===== config.mk =====
export PLATFORM = sky130hd
export DESIGN_NAME = csa_accumulator
export DESIGN_NICKNAME = d
export VERILOG_FILES = /design/src/rtl/csa_accumulator.sv
export SDC_FILE = /design/constraint.sdc
export NUM_CORES = 1
export LEC_CHECK = 0
export CAP_MARGIN = 20
export CORE_UTILIZATION = 45
export DETAILED_ROUTE_END_ITERATION = 10
export PLACE_DENSITY = 0.77
export SLEW_MARGIN = 25
export SYNTH_ARGS = -nofsm -noshare
export SYNTH_HDL_FRONTEND = slang
export SYNTH_SLANG_ARGS = --single-unit

===== constraint.sdc =====
create_clock -name clk -period 16.55 [get_ports clk]
set_input_delay 3.31 -clock clk [delete_from_list [all_inputs] [get_ports clk]]
set_output_delay 3.31 -clock clk [all_outputs]
set_load 0.02 [all_outputs]

===== src/rtl/csa_accumulator.sv =====
// Streaming accumulator built on a BLOCK-grouped carry-skip adder, with a sticky overflow flag and a saturating beat count.
// Optional macro ACC_SATURATE_EN clamps the sum to all-ones after the first carry-out of a group.
module csa_accumulator #(
  parameter int WIDTH = 32,
  parameter int BLOCK = 4
) (
  input  logic             clk,
  input  logic             rst_n,
  input  logic             in_valid,
  input  logic [WIDTH-1:0] in_data,
  input  logic             in_last,
  output logic             in_ready,
  output logic             out_valid,
  input  logic             out_ready,
  output logic [WIDTH-1:0] out_sum,
  output logic             out_cout,
  output logic [7:0]       out_count
);

  typedef enum logic {ACC, DONE} state_t;

  state_t           state_q;
  logic [WIDTH-1:0] acc_q, acc_d;
  logic             ovf_q, ovf_d;
  logic [7:0]       cnt_q, cnt_d;
  logic             in_ready_q, out_valid_q;

  logic [WIDTH-1:0] sum_w;
  logic             add_cout;
  logic             rip_c, grp_p, grp_cin;

  // Each group ripples internally; a fully-propagating group forwards its carry-in straight through.
  always_comb begin
    sum_w   = '0;
    rip_c   = 1'b0;
    grp_p   = 1'b1;
    grp_cin = 1'b0;
    for (int g = 0; g < WIDTH / BLOCK; g++) begin
      rip_c = grp_cin;
      grp_p = 1'b1;
      for (int b = 0; b < BLOCK; b++) begin
        sum_w[g*BLOCK+b] = acc_q[g*BLOCK+b] ^ in_data[g*BLOCK+b] ^ rip_c;
        rip_c = (acc_q[g*BLOCK+b] & in_data[g*BLOCK+b]) |
                ((acc_q[g*BLOCK+b] ^ in_data[g*BLOCK+b]) & rip_c);
        grp_p = grp_p & (acc_q[g*BLOCK+b] ^ in_data[g*BLOCK+b]);
      end
      grp_cin = grp_p ? grp_cin : rip_c;
    end
    add_cout = grp_cin;
  end

  always_comb begin
    ovf_d = ovf_q | add_cout;
    cnt_d = (cnt_q == 8'hFF) ? cnt_q : cnt_q + 8'd1;
`ifdef ACC_SATURATE_EN
    acc_d = (ovf_q || add_cout) ? {WIDTH{1'b1}} : sum_w;
`else
    acc_d = sum_w;
`endif
  end

  always_ff @(posedge clk) begin
    if (!rst_n) begin
      state_q     <= ACC;
      acc_q       <= '0;
      ovf_q       <= 1'b0;
      cnt_q       <= '0;
      in_ready_q  <= 1'b1;
      out_valid_q <= 1'b0;
    end else begin
      case (state_q)
        ACC: begin
          if (in_valid && in_ready_q) begin
            acc_q <= acc_d;
            ovf_q <= ovf_d;
            cnt_q <= cnt_d;
            if (in_last) begin
              state_q     <= DONE;
              in_ready_q  <= 1'b0;
              out_valid_q <= 1'b1;
            end
          end
        end
        DONE: begin
          if (out_ready && out_valid_q) begin
            state_q     <= ACC;
            acc_q       <= '0;
            ovf_q       <= 1'b0;
            cnt_q       <= '0;
            in_ready_q  <= 1'b1;
            out_valid_q <= 1'b0;
          end
        end
        default: begin
          state_q     <= ACC;
          in_ready_q  <= 1'b1;
          out_valid_q <= 1'b0;
        end
      endcase
    end
  end

  assign in_ready  = in_ready_q;
  assign out_valid = out_valid_q;
  assign out_sum   = acc_q;
  assign out_cout  = ovf_q;
  assign out_count = cnt_q;

endmodule


==> flow_results.xml, run 1 <==
<?xml version="1.0" encoding="UTF-8"?>
<metrics>
  <group name="power_and_ir_drop">
    <metric name="power.combinational.fraction" unit="">0.476</metric>
    <metric name="total_leakage_power" unit="uW">0.00196</metric>
    <metric name="power_frac_seq" unit="">0.316</metric>
    <metric name="power.net_switching" unit="uW">148</metric>
    <metric name="fin_total_pwr" unit="uW">417</metric>
    <metric name="switching_share" unit="">0.355</metric>
    <metric name="power_per_cell_area" unit="nW/um2">89.0</metric>
    <metric name="ir_drop" unit="V">0.0000497</metric>
    <metric name="p_clk_frac" unit="">0.207</metric>
    <metric name="intPower" unit="uW">269</metric>
  </group>
  <group name="sta">
    <metric name="period_minus_slack" unit="ns">16.31</metric>
    <metric name="holdWs" unit="ns">0.553</metric>
    <metric name="post-route-period-util" unit="">0.986</metric>
    <metric name="timing.clock.skew" unit="ns">0.00738</metric>
    <metric name="slew-limit-headroom" unit="">0.306</metric>
    <metric name="worst-slew-pin-transition" unit="ns">1.04</metric>
    <metric name="maxSlewViolCount" unit="">0</metric>
    <metric name="timing.final.hold_violations" unit="">0</metric>
    <metric name="achievable_freq" unit="MHz">61.3</metric>
    <metric name="timing.final.setup_violations" unit="">0</metric>
    <metric name="setup_repair_after_global_routing_missed_its_margin" unit="">yes</metric>
  </group>
  <group name="final_layout">
    <metric name="layout.nets" unit="">573</metric>
    <metric name="multi_input_comb_area" unit="um2">2140</metric>
    <metric name="fill_cells" unit="">530</metric>
    <metric name="layout.area.seq" unit="um2">881</metric>
    <metric name="n_antenna_cell" unit="">0</metric>
    <metric name="drive_above_1_share" unit="">0.249</metric>
    <metric name="syn2layout_area_growth" unit="%">47.2</metric>
    <metric name="finish.utilization" unit="">0.686</metric>
    <metric name="final_cell_count_no_fill" unit="">569</metric>
  </group>
  <group name="worst_setup_path">
    <metric name="crit_path_start_kind" unit="">input port</metric>
    <metric name="timing.critical_path.fanout_max" unit="">2</metric>
    <metric name="critical_path.max_stage_delay" unit="ns">0.53</metric>
    <metric name="critPathRequiredTime" unit="ns">16.76</metric>
    <metric name="timing.critical_path.arrival" unit="ns">16.52</metric>
    <metric name="criticalPathCategory" unit="">input port to flip-flop</metric>
    <metric name="cp-end-kind" unit="">flip-flop</metric>
    <metric name="standard_cell_with_the_maximum_stage_delay_on_the_critical_path" unit="">fa_2</metric>
    <metric name="worst_path_most_repeated_cell" unit="">fa_2</metric>
  </group>
  <group name="clock_network">
    <metric name="clkLatencyLatePin" unit="ns">0.31</metric>
    <metric name="tritoncts_clock_tree" unit="">built</metric>
    <metric name="clock_tree.htree_level_count" unit="">2</metric>
    <metric name="cts_made_buffers" unit="">5</metric>
    <metric name="max-clock-path-buffers" unit="">2</metric>
    <metric name="clockRootBuffer" unit="">clkbuf_8</metric>
    <metric name="clk_pin_slew" unit="ns">0.09</metric>
    <metric name="clock-sinks" unit="">44</metric>
  </group>
  <group name="logic_synthesis">
    <metric name="synthesis.area_per_instance" unit="um2">9.21</metric>
    <metric name="postSynthNetCount" unit="">447</metric>
    <metric name="most_used_flip_flop_cell_after_synthesis" unit="">dfxtp_1</metric>
    <metric name="synth.yosys.warnings" unit="">0</metric>
    <metric name="synthesized_cell_area" unit="um2">3190</metric>
    <metric name="synth-seq-area-share" unit="">0.277</metric>
    <metric name="yosysUniqueCellTypes" unit="">39</metric>
    <metric name="synthArstFlopShare" unit="">0</metric>
    <metric name="number_of_enable_flip_flop_cells_after_synthesis" unit="">0</metric>
    <metric name="postSynthCellCount" unit="">346</metric>
    <metric name="ys_seq_elements" unit="">44</metric>
  </group>
  <group name="floorplan">
    <metric name="dieHeight" unit="um">86.1</metric>
    <metric name="floorplan.die.width" unit="um">86.1</metric>
    <metric name="die-area" unit="um2">7420</metric>
    <metric name="placement_rows" unit="">30</metric>
    <metric name="floorplan.core_area" unit="um2">6830</metric>
    <metric name="number_of_primary_i_o_pins" unit="">80</metric>
    <metric name="initial_util" unit="">0.466</metric>
  </group>
  <group name="route">
    <metric name="remaining_drc_errors" unit="">0</metric>
    <metric name="route.antenna.remaining_nets" unit="">0</metric>
    <metric name="routed_via_density" unit="">4.94</metric>
    <metric name="initial_drc_count" unit="">111</metric>
    <metric name="wirelength" unit="um">8140</metric>
    <metric name="dr_total_vias" unit="">2810</metric>
    <metric name="detail_route.wl_per_cell" unit="um">14.3</metric>
    <metric name="dr.pass1.iters" unit="">4</metric>
  </group>
  <group name="outcome">
    <metric name="status" unit="">finished, final reports clean</metric>
  </group>
  <group name="global_routing">
    <metric name="via_count_of_the_first_global_routing_pass" unit="">2954</metric>
    <metric name="grt.total_usage" unit="">0.232</metric>
    <metric name="grt_antenna_before_repair" unit="">0</metric>
    <metric name="remaining_global_route_overflow" unit="">0</metric>
    <metric name="grt_start_max_net_pins" unit="">39</metric>
    <metric name="grt_first_pass_wirelength" unit="um">13300</metric>
  </group>
  <group name="hold_path">
    <metric name="holdCritPathClass" unit="">flip-flop to flip-flop</metric>
  </group>
  <group name="job">
    <metric name="cap_violations" unit="">0</metric>
  </group>
  <group name="place">
    <metric name="hpwl" unit="um">5310</metric>
    <metric name="port-buffer-count" unit="">79</metric>
    <metric name="numPlacedInstances" unit="">521</metric>
    <metric name="finalWeightedCongestion" unit="">0.790</metric>
  </group>
</metrics>
-- power by group through the flow --
| stage | clock, uW | sequential (uW) | combinational (uW) |
|---|---|---|---|
| after floorplan | 0 | 147 | 78.0 |
| after global placement | 0 | 133 | 144 |
| after detailed placement | 0 | 134 | 151 |
| after CTS | 88.0 | 132 | 186 |
| after global routing | 93.2 | 134 | 219 |
| final | 86.6 | 132 | 199 |
-- per-layer routing --
metal	share of wire	global-route usage
met1	0.41	0.262
met2	0.51	0.413
met3	0.040	0.0481
met4	0.032	0.117
met5	0	0
-- final timing paths --
kind | from | to | slack [ns] | cells past startpoint
worst max-delay path | in_data[0] | out_sum[31] | 0.24 | 66
worst min-delay path | out_sum[17] | out_sum[17] | 0.55 | 2
worst max register to register | out_sum[0] | out_sum[31] | 2.85 | 65
worst min register to register | out_sum[17] | out_sum[17] | 0.55 | 2
-- critical path: cells and delay by family --
family	cells	cell delay, ns
adder cells (fa/ha/maj)	28	9.39
buffers and inverters	24	1.99
AO/OA/AOI/OAI	8	1.12
AND/OR/NAND/NOR	6	0.71
-- synth_stat cells, drive strengths merged, types with 2 or more instances --
library cell	instances	area, um2
xnor2	5	43.8
nand2	11	41.3
nor2b	28	175
nand4	6	37.5
and4	3	26.3
a22oi	4	30.0
and2	10	62.6
fa	31	621
nand3	5	37.5
nor2	29	109
o22ai	7	43.8
dfxtp	44	881
nor3	5	35.0
clkbuf	6	22.5
ha	33	413
a31oi	2	12.5
o21ai	4	20.0
a21oi	26	130
buf	5	36.3
inv	67	251
-- layout by cell type, fill, tap and decap left out, drive strengths merged, types with 4 or more instances in the layout --
master,n
nor3,5
and2,10
xnor2,5
inv,67
ha,33
buf,52
dfxtp,44
nand4,6
nor2b,28
o22ai,7
a21oi,26
clkbuf,6
nor2,29
nand2,11
a22oi,4
o21ai,4
nand3,5
clkdlybuf4s50,76
fa,31
-- area by class of cell --
class	instances	share of cell area
Timing Repair Buffer	130	0.252
Sequential cell	44	0.188
Multi-Input combinational cell	224	0.457
Inverter	67	0.0536
Clock buffer	5	0.0147
Tap cell	96	0.0256
Clock inverter	3	0.0101
-- metrics by stage --
| step | TNS (ns) | area (um2) | worst slack, ns |
|---|---|---|---|
| floorplan | 0 | 3230 | 0.0395 |
| global placement | -2.62 | 4160 | -0.923 |
| detailed placement | -3.66 | 4160 | -1.16 |
| CTS | 0 | 4620 | 0.0267 |
| global route | -0.253 | 4690 | -0.169 |
| finish | 0 | 4690 | 0.237 |
-- repair_timing --
action,CTS,global route
setup endpoints to repair,4,3
resized for setup,27,24
hold buffers,0,0
pin swaps,5,3
setup buffers,37,4
-- cells by family after synthesis --
logic type,after synthesis,synth area share
DFF,44,0.277
xor gates and xnor gates,5,0.0137
adders and majority gates,64,0.324
and+or+nand+nor,102,0.180
AOI/OAI and AO/OA,53,0.108
buffers and inverters,78,0.0974
-- flip-flops by register name, indices dropped and copies added (netlist names) --
name       flops
in_ready       1
out_valid      1
state_q        1
out_count      8
out_cout       1
out_sum       32
Power figures use the tool's default switching activity.
==> inputs of run 2 (changes only) <==
--- a/config.mk
+++ b/config.mk
@@ -6,6 +6,7 @@
 export NUM_CORES = 1
 export LEC_CHECK = 0
 export CAP_MARGIN = 20
+export CORE_MARGIN = 3
 export CORE_UTILIZATION = 45
 export DETAILED_ROUTE_END_ITERATION = 10
 export PLACE_DENSITY = 0.77
==> flow_results.xml, run 2 (same netlist as run 1, synthesis figures left out) <==
<?xml version="1.0" encoding="UTF-8"?>
<metrics>
  <group name="worst_setup_path">
    <metric name="worst_path_most_repeated_cell" unit="">fa_2</metric>
    <metric name="crit_path_start_kind" unit="">input port</metric>
    <metric name="critical_path.max_stage_delay" unit="ns">0.55</metric>
    <metric name="timing.critical_path.fanout_max" unit="">2</metric>
    <metric name="cp-end-kind" unit="">flip-flop</metric>
    <metric name="r2r.worst_path.cells" unit="">54</metric>
    <metric name="criticalPathCategory" unit="">input port to flip-flop</metric>
    <metric name="critPathRequiredTime" unit="ns">16.75</metric>
    <metric name="regToRegStartpoint" unit="">out_sum[0]</metric>
    <metric name="regToRegSetupSlack" unit="ns">2.95</metric>
    <metric name="standard_cell_with_the_maximum_stage_delay_on_the_critical_path" unit="">fa_2</metric>
    <metric name="timing.critical_path.arrival" unit="ns">16.43</metric>
    <metric name="critical_path.reg2reg.endpoint" unit="">out_sum[31]</metric>
  </group>
  <group name="outcome">
    <metric name="status" unit="">finished, final reports clean</metric>
  </group>
  <group name="sta">
    <metric name="holdWs" unit="ns">0.538</metric>
    <metric name="fin_tns_setup" unit="ns">0</metric>
    <metric name="period_minus_slack" unit="ns">16.23</metric>
    <metric name="setup_repair_after_global_routing_missed_its_margin" unit="">yes</metric>
    <metric name="achievable_freq" unit="MHz">61.6</metric>
    <metric name="post-route-period-util" unit="">0.980</metric>
    <metric name="timing.final.setup_violations" unit="">0</metric>
    <metric name="slew-limit-headroom" unit="">0.620</metric>
    <metric name="maxSlewViolCount" unit="">0</metric>
    <metric name="worst-slew-pin-transition" unit="ns">0.570</metric>
    <metric name="timing.clock.skew" unit="ns">0.0114</metric>
    <metric name="timing.final.hold_violations" unit="">0</metric>
    <metric name="finalWorstSetupSlack" unit="ns">0.323</metric>
  </group>
  <group name="clock_network">
    <metric name="max-clock-path-buffers" unit="">2</metric>
    <metric name="clock_tree.htree_level_count" unit="">2</metric>
    <metric name="clk_pin_slew" unit="ns">0.10</metric>
    <metric name="cts_made_buffers" unit="">5</metric>
    <metric name="cts_hold_repair.buffers" unit="">0</metric>
    <metric name="clkLatencyLatePin" unit="ns">0.30</metric>
    <metric name="clockRootBuffer" unit="">clkbuf_8</metric>
    <metric name="clock-sinks" unit="">44</metric>
    <metric name="tritoncts_clock_tree" unit="">built</metric>
  </group>
  <group name="place">
    <metric name="post_dp_cell_area" unit="um2">4160</metric>
    <metric name="post-place-ws" unit="ns">-1.11</metric>
    <metric name="finalWeightedCongestion" unit="">0.814</metric>
    <metric name="hpwl" unit="um">5270</metric>
    <metric name="port-buffer-count" unit="">79</metric>
  </group>
  <group name="power_and_ir_drop">
    <metric name="ir_drop" unit="V">0.0000566</metric>
    <metric name="total_leakage_power" unit="uW">0.00180</metric>
    <metric name="power_per_cell_area" unit="nW/um2">86.2</metric>
    <metric name="fin_total_pwr" unit="uW">383</metric>
  </group>
  <group name="floorplan">
    <metric name="placement_rows" unit="">30</metric>
    <metric name="dieHeight" unit="um">90.1</metric>
    <metric name="floorplan.die.width" unit="um">90.1</metric>
    <metric name="floorplan.core_area" unit="um2">6830</metric>
    <metric name="number_of_primary_i_o_pins" unit="">80</metric>
    <metric name="die-area" unit="um2">8120</metric>
    <metric name="initial_util" unit="">0.466</metric>
  </group>
  <group name="final_layout">
    <metric name="drive_above_1_share" unit="">0.193</metric>
    <metric name="n_antenna_cell" unit="">0</metric>
    <metric name="fill_cells" unit="">570</metric>
    <metric name="syn2layout_area_growth" unit="%">39.3</metric>
    <metric name="final_common_cell" unit="">clkdlybuf4s50_1</metric>
    <metric name="most-common-layout-cells" unit="">76 x clkdlybuf4s50_1, 61 x inv_1, 44 x dfxtp_1</metric>
    <metric name="design_area" unit="um2">4440</metric>
    <metric name="largest_reg_flops" unit="">32</metric>
    <metric name="layout.nets" unit="">541</metric>
  </group>
  <group name="global_routing">
    <metric name="grt_first_pass_wirelength" unit="um">12400</metric>
    <metric name="grt.total_usage" unit="">0.182</metric>
    <metric name="via_count_of_the_first_global_routing_pass" unit="">2684</metric>
    <metric name="grt_start_max_net_pins" unit="">39</metric>
    <metric name="grt_antenna_before_repair" unit="">0</metric>
    <metric name="remaining_global_route_overflow" unit="">0</metric>
  </group>
  <group name="route">
    <metric name="route.antenna.remaining_nets" unit="">0</metric>
    <metric name="wirelength" unit="um">7240</metric>
    <metric name="initial_drc_count" unit="">59</metric>
    <metric name="dr_total_vias" unit="">2607</metric>
    <metric name="routed_via_density" unit="">4.85</metric>
    <metric name="dr.pass1.iters" unit="">4</metric>
    <metric name="remaining_drc_errors" unit="">0</metric>
    <metric name="detail_route.wl_per_cell" unit="um">13.5</metric>
  </group>
  <group name="hold_path">
    <metric name="holdCritPathClass" unit="">flip-flop to flip-flop</metric>
    <metric name="hold_depth" unit="">2</metric>
    <metric name="hold_start" unit="">out_valid</metric>
    <metric name="hold-path-endpoint" unit="">out_valid</metric>
  </group>
  <group name="job">
    <metric name="cap_violations" unit="">0</metric>
  </group>
</metrics>
-- run 2: routing by layer --
layer	share of wire	GRT usage
met1	0.43	0.233
met2	0.51	0.319
met3	0.041	0.0301
met4	0.014	0.0459
met5	0	0
-- run 2: how the worst max path moves through the flow --
stage / start / slack [ns] / end
after global placement: in_data[0] / -0.88 / out_sum[31]
after CTS: in_data[0] / -0.03 / out_sum[31]
final: in_data[0] / 0.32 / out_sum[31]
after detailed placement: in_data[0] / -1.11 / out_sum[31]
after floorplan: in_data[0] / 0.04 / out_sum[31]
after global routing: in_data[1] / -0.10 / out_sum[31]
-- run 2: cell type report --
| type | instances | area [um2] | share of cell area |
|---|---|---|---|
| tap | 96 | 120 | 0.0271 |
| inverter | 67 | 251 | 0.0567 |
| clock buffer | 5 | 68.8 | 0.0155 |
| timing repair buffer | 98 | 940 | 0.212 |
| clock inverter | 3 | 46.3 | 0.0104 |
| multi-input combinational | 224 | 2130 | 0.480 |
| sequential | 44 | 881 | 0.199 |
-- run 2: report_power, final --
part	internal [uW]	leakage, uW	total [uW]	switching (uW)
clock network	45.5	0.0000548	86.1	40.6
registers	118	0.000360	132	13.4
logic	82.5	0.00138	165	82.1
total	247	0.00180	383	136
-- run 2: worst max-delay path: cells and delay by family --
kind | cells | cell delay, ns
buf+inv | 7 | 0.38
simple gates | 7 | 0.80
fa+ha+maj | 32 | 10.79
compound gates | 9 | 1.17
-- run 2: timing repair --
item / 4_1_cts / 5_1_grt
gates resized for setup: 28 / 15
buffers inserted: 3 / 5
pin swaps: 4 / 1
gates cloned: 0 / 0
setup endpoints to repair: 4 / 3
-- run 2: metrics by stage --
stage	utilization	instances
6_report	0.649	537
5_1_grt	0.649	537
4_1_cts	0.639	532
3_5_place_dp	0.609	521
3_3_place_gp	0.609	521
2_1_floorplan	-	346
